**src/rtl/if_fetch_ctrl_pkg.sv**
```systemverilog
// Shared types for the instruction-fetch slice: controller states,
// the buffered fetch entry, and the default boot PC.
package rv32i_types;

  localparam logic [31:0] RESET_PC_DEFAULT = 32'h0000_0060;

  typedef enum logic [1:0] {
    FETCH = 2'd0,
    HOLD  = 2'd1,
    DROP  = 2'd2
  } fetch_state_t;

  typedef struct packed {
    logic [31:0] pc;
    logic [31:0] instr;
  } fetch_entry_t;

endpackage

```
**src/rtl/if_fetch_ctrl_fetch_queue.sv**
```systemverilog
// Small power-of-two FIFO of fetch entries with a flush that wins over
// push/pop. The head reads as zero whenever the queue is empty.
module fetch_queue
  import rv32i_types::*;
#(
  parameter int QDEPTH = 2
) (
  input  logic                      clk,
  input  logic                      rst,
  input  logic                      push,
  input  logic [63:0]               push_data,
  input  logic                      pop,
  input  logic                      flush,
  output logic [63:0]               head_data,
  output logic                      full,
  output logic                      empty,
  output logic [$clog2(QDEPTH):0]   count
);

  localparam int PW = $clog2(QDEPTH);
  localparam int CW = PW + 1;

  fetch_entry_t  mem [QDEPTH];
  logic [PW-1:0] wr_ptr;
  logic [PW-1:0] rd_ptr;
  logic          do_push;
  logic          do_pop;

  assign full    = (count == CW'(QDEPTH));
  assign empty   = (count == '0);
  assign do_pop  = pop && !empty;
  assign do_push = push && (!full || do_pop);
  assign head_data = empty ? 64'd0 : mem[rd_ptr];

  always_ff @(posedge clk or negedge rst) begin
    if (!rst) begin
      wr_ptr <= '0;
      rd_ptr <= '0;
      count  <= '0;
      for (int i = 0; i < QDEPTH; i++) begin
        mem[i] <= '0;
      end
    end else if (flush) begin
      wr_ptr <= '0;
      rd_ptr <= '0;
      count  <= '0;
    end else begin
      if (do_push) begin
        mem[wr_ptr] <= fetch_entry_t'(push_data);
        wr_ptr      <= wr_ptr + PW'(1);
      end
      if (do_pop) begin
        rd_ptr <= rd_ptr + PW'(1);
      end
      case ({do_push, do_pop})
        2'b10:   count <= count + CW'(1);
        2'b01:   count <= count - CW'(1);
        default: count <= count;
      endcase
    end
  end

endmodule

```
**src/rtl/if_fetch_ctrl.sv**
```systemverilog
// IF-stage fetch controller: owns the PC, keeps one I-cache read in flight,
// buffers returned words and hands them to ID; EX redirects flush everything.
module if_fetch_ctrl
  import rv32i_types::*;
#(
  parameter logic [31:0] RESET_PC = RESET_PC_DEFAULT,
  parameter int          QDEPTH   = 2
) (
  input  logic                    clk,
  input  logic                    rst,
  output logic                    imem_read,
  output logic [31:0]             imem_address,
  input  logic                    imem_resp,
  input  logic [31:0]             imem_rdata,
  input  logic                    redirect,
  input  logic [31:0]             redirect_pc,
  input  logic                    id_ready,
  output logic                    if_valid,
  output logic [31:0]             if_instr,
  output logic [31:0]             if_pc,
  output logic [1:0]              dbg_state,
  output logic [$clog2(QDEPTH):0] dbg_count
);

  fetch_state_t state;
  logic [31:0]  pc;
  logic [31:0]  target;
  logic         resp_v;
  logic         push;
  logic         pop;
  logic         space;
  logic         q_full;
  logic         q_empty;
  logic [63:0]  head_data;
  fetch_entry_t head;
  fetch_entry_t push_entry;
  logic         unused_bits;

  // Handshake: an entry moves to ID on any cycle where if_valid && id_ready.
  // A response only counts while our read is actually asserted.
  assign resp_v     = imem_resp && imem_read;
  assign if_valid   = !q_empty && !redirect;
  assign pop        = if_valid && id_ready;
  assign push       = (state == FETCH) && resp_v && !redirect;
  assign space      = !q_full || pop;
  assign target     = {redirect_pc[31:2], 2'b00};
  assign push_entry = '{pc: pc, instr: imem_rdata};
  assign head       = fetch_entry_t'(head_data);
  assign if_instr   = head.instr;
  assign if_pc      = head.pc;
  assign dbg_state  = state;
  assign unused_bits = ^redirect_pc[1:0];

  fetch_queue #(.QDEPTH(QDEPTH)) u_queue (
    .clk       (clk),
    .rst       (rst),
    .push      (push),
    .push_data (push_entry),
    .pop       (pop),
    .flush     (redirect),
    .head_data (head_data),
    .full      (q_full),
    .empty     (q_empty),
    .count     (dbg_count)
  );

  always_ff @(posedge clk or negedge rst) begin
    if (!rst) begin
      state        <= FETCH;
      pc           <= RESET_PC;
      imem_read    <= 1'b0;
      imem_address <= '0;
    end else if (redirect) begin
      pc <= target;
      // A read still in flight must finish before the new PC can go out.
      if (imem_read && !imem_resp) begin
        state <= DROP;
      end else begin
        state        <= FETCH;
        imem_read    <= 1'b1;
        imem_address <= target;
      end
    end else begin
      case (state)
        FETCH: begin
          if (resp_v) begin
            pc        <= pc + 32'd4;
            imem_read <= 1'b0;
          end else if (!imem_read) begin
            if (space) begin
              imem_read    <= 1'b1;
              imem_address <= pc;
            end else begin
              state <= HOLD;
            end
          end
        end
        HOLD: begin
          if (space) begin
            state        <= FETCH;
            imem_read    <= 1'b1;
            imem_address <= pc;
          end
        end
        DROP: begin
          if (resp_v) begin
            state     <= FETCH;
            imem_read <= 1'b0;
          end
        end
        default: state <= FETCH;
      endcase
    end
  end

endmodule

```
**config.mk**
```make
export PLATFORM = sky130hd
export DESIGN_NAME = if_fetch_ctrl
export DESIGN_NICKNAME = d
export VERILOG_FILES = /design/src/rtl/if_fetch_ctrl_pkg.sv /design/src/rtl/if_fetch_ctrl_fetch_queue.sv /design/src/rtl/if_fetch_ctrl.sv
export SDC_FILE = /design/constraint.sdc
export NUM_CORES = 1
export LEC_CHECK = 0
export CORE_UTILIZATION = 35
export CTS_CLUSTER_DIAMETER = 150
export DETAILED_ROUTE_END_ITERATION = 12
export GPL_ROUTABILITY_DRIVEN = 0
export GPL_TIMING_DRIVEN = 0
export MAX_ROUTING_LAYER = met4
export PLACE_DENSITY_LB_ADDON = 0.25
export SLEW_MARGIN = 40
export SYNTH_ARGS = -nofsm -noshare
export SYNTH_HDL_FRONTEND = slang
export SYNTH_SLANG_ARGS = --single-unit
export TNS_END_PERCENT = 30
```
**constraint.sdc**
```tcl
create_clock -name clk -period 5.1 [get_ports clk]
set_input_delay 0.51 -clock clk [delete_from_list [all_inputs] [get_ports clk]]
set_output_delay 0.51 -clock clk [all_outputs]
set_load 0.02 [all_outputs]
```
==> results.sh <==
export IMPL_cts_root_buf="clkbuf_16"
export IMPL_place_area_um2=11500
export IMPL_cp_max_fo=10
export IMPL_dr_total_vias=7008
export IMPL_max_stage_delay_ns=0.64
export IMPL_htree_levels=4
export IMPL_swShare_pct=31.1
export IMPL_crit_buf_inv=3
export IMPL_cts_resized=0
export IMPL_vias_per_cell=5.16
export IMPL_setup_viol=0
export IMPL_yosysSeqAreaShare_pct=51.8
export IMPL_min_period_over_period_pct=67.4
export IMPL_worstSetupPathType="reg -> out"
export IMPL_pwr_share_seq_pct=44.9
export IMPL_worst_endpoint_required_ns=4.59
export IMPL_status="finished with violations"
export IMPL_synth_edf_count=0
export IMPL_rrSetupSlack_ns=2.51
export IMPL_ant_nets=0
export IMPL_synth_seq_cells=192
export IMPL_port_buffers=166
export IMPL_p_per_area_nw_per_um2=439
export IMPL_yosysTopAreaCell="dfrtp_1"
export IMPL_synth_area_per_cell_um2=11.3
export IMPL_finalClockSkew_ns=0.0129
export IMPL_drive_above_1_share_pct=20.1
export IMPL_cp_end_kind="output pin"
export IMPL_peakVddDrop_uv=204
export IMPL_synth_area_top_cells="dfrtp_1 (51%), mux2_2 (14%), mux2i_1 (7.9%)"
export IMPL_synth_ff_type="dfrtp_1"
export IMPL_numCtsBuffers=17
export IMPL_hold_viol=1
export IMPL_cts_sinks=192
export IMPL_start_util_pct=35.6
export IMPL_cpLargestDelayFamily="buffers and inverters"
export IMPL_hold_path_class="in -> async"
export IMPL_fmax_mhz=291
export IMPL_chipWidth_um=165
export IMPL_cp_start_kind="flop"
export IMPL_drv_cap=0
export IMPL_failed_checks="hold timing"
export IMPL_final_util_pct=46.2
export IMPL_hold_slack_ns=-0.000587
export IMPL_critical_path_slowest_cell="buf_1"
export IMPL_cp_arrival_ns=2.93
export IMPL_firstDrtPassIters=5
export IMPL_slew_headroom_pct=46.9
export IMPL_die_area_um2=27200
export IMPL_drc=0
export IMPL_fin_setup_tns_ns=0
export IMPL_rsz0062_at_grt="false"
export IMPL_clk_pin_slew_ns=0.07
export IMPL_row_count=59
export IMPL_yosysWarnings=0
export IMPL_syn_to_final_growth_pct=29.7
export IMPL_synth_cell_type_count=58
export IMPL_die_h_um=165
export IMPL_track_usage_pct=19.9
export IMPL_final_cell_area_um2=12000
export IMPL_power_frac_clock_pct=25.3
export IMPL_syn_inst=822
export IMPL_postCtsSetupRepairBufs=0
export IMPL_place_ws_ns=1.68
export IMPL_worst_slew_pin_slew_ns=0.796
export IMPL_n_fill_cell=2449
export IMPL_core_area_um2=26100
export IMPL_cts_buffer_depth=2
export IMPL_io_pins=171
export IMPL_nets=1084
export IMPL_synthesis_area_um2=9280
export IMPL_grt_antenna_before_repair=0
export IMPL_post_drt_wl_per_cell_um=18.7
export IMPL_cp_cell_sequence="clkbuf_1 -> buf_1 -> mux2i_1 -> nor2_1 -> clkdlybuf4s50_1"
export IMPL_dp_hpwl_mm=18.1
export IMPL_grt_ovfl_total=0
export IMPL_cts_hold_buf=0
export IMPL_p_leak_nw=4.89
export IMPL_yosysTopAreaCellShare_pct=51.2
export IMPL_cts_tree="yes"
export IMPL_p_comb_share_pct=29.8
export IMPL_drt_iter0_markers=443
export IMPL_layout_min_cycle_time_ns=3.44
export IMPL_clkLatencyLatePin_ns=0.43
export IMPL_setup_slack_ns=1.66
export IMPL_synthArstFlopShare_pct=100
export IMPL_p_switching_w=0.00165
export IMPL_internal_power_w=0.00364
export IMPL_grt_max_degree=63
export IMPL_maxSlewViolCount=0
export IMPL_grt_pass1_vias=6911
export IMPL_grt_pass1_wl_mm=39.3
export IMPL_wl_mm=25.4
export IMPL_antenna_cells=0
==> metrics by stage <==
stage / std cells / total power [W]
2_1_floorplan: 823 / 0.00334
3_3_place_gp: 1324 / 0.00395
3_5_place_dp: 1327 / 0.00399
4_1_cts: 1359 / 0.00534
5_1_grt: 1359 / 0.00560
6_report: 1359 / 0.00529
==> cell families after synthesis <==
logic type / Yosys count / share of synthesized area, %
xor gates and xnor gates: 12 / 1.13
and+or+nand+nor: 246 / 13.0
DFF: 192 / 51.8
buffers and inverters: 74 / 3.98
AOI/OAI and AO/OA: 95 / 6.47
adders and majority gates: 4 / 0.539
other: 1 / 0.0404
muxes: 198 / 23.0
==> layer usage <==
metal,GRT usage (%),part of all wire (%),vias to the layer above
met5,-,0,-
met4,6.84,2.2,0
met3,2.94,4.6,38
met2,30.8,46,224
met1,26.6,47,3481
li1,-,-,3265
==> power groups by stage <==
stage	clock network, W	registers [W]	logic (W)
floorplan	0	0.00241	0.000925
global placement	0	0.00238	0.00156
detailed placement	0	0.00240	0.00159
CTS	0.00137	0.00237	0.00160
global route	0.00144	0.00245	0.00172
finish	0.00134	0.00237	0.00158
==> Yosys cell counts, types with 3 or more instances <==
cell type and n:
a21oi_1 23, xnor2_1 6, nand4_1 10, clkbuf_1 17, a211oi_1 8, buf_4 11, a31oi_1 18, mux2_1 7
buf_1 13, buf_6 4, o211ai_1 3, xor2_1 6, ha_1 4, mux2_2 118, nor2_1 117, o22ai_1 4
nand3_1 11, nor2b_1 8, mux2i_1 73, buf_2 15, nor4_2 3, nand2_1 60, dfrtp_1 190, or3_1 3
nor3_1 8, nor4_1 6, o21ai_0 21, inv_1 13
==> registers in the layout (all words and copies together) (netlist names) <==
signal          cells
dbg_state           2
u_queue.wr_ptr      1
u_queue.count       2
imem_read           1
imem_address       31
pc                 30
u_queue.rd_ptr      1
u_queue.mem       124
==> layout by cell type (no fill, tap or decap), types with 10 or more instances in the layout <==
| cell type | instances |
|---|---|
| clkbuf_16 | 17 |
| a31oi_1 | 18 |
| inv_1 | 13 |
| clkdlybuf4s50_1 | 165 |
| clkbuf_1 | 19 |
| buf_4 | 11 |
| buf_1 | 12 |
| nor2_1 | 116 |
| nand3_1 | 11 |
| mux2_2 | 118 |
| o21ai_0 | 21 |
| nand2_1 | 60 |
| dfrtp_1 | 190 |
| a21oi_1 | 23 |
| buf_2 | 15 |
| nand4_1 | 10 |
| mux2i_1 | 73 |
==> worst paths after layout <==
check                                start               to  cells after the start
max in group asynchronous              rst           pc[13]                      4
min in group clk           u_queue.mem[71]  u_queue.mem[71]                      1
hold reg to reg            u_queue.mem[71]  u_queue.mem[71]                      1
setup reg to reg              dbg_state[0]  imem_address[7]                      8
hold / removal                         rst   u_queue.mem[1]                      1
setup / recovery            u_queue.rd_ptr     if_instr[28]                      5
==> layout make-up <==
cell class / instances / area, µm² / area share (%)
flip-flops and latches: 192 / 4810 / 39.9
multi-input cells: 557 / 4120 / 34.2
repair buffers: 169 / 1740 / 14.5
inverters: 13 / 48.8 / 0.405
clock buffers: 20 / 447 / 3.71
well taps: 335 / 419 / 3.48
plain buffers: 61 / 322 / 2.67
clock inverters: 12 / 130 / 1.08
(Power assumes the default switching activity.)
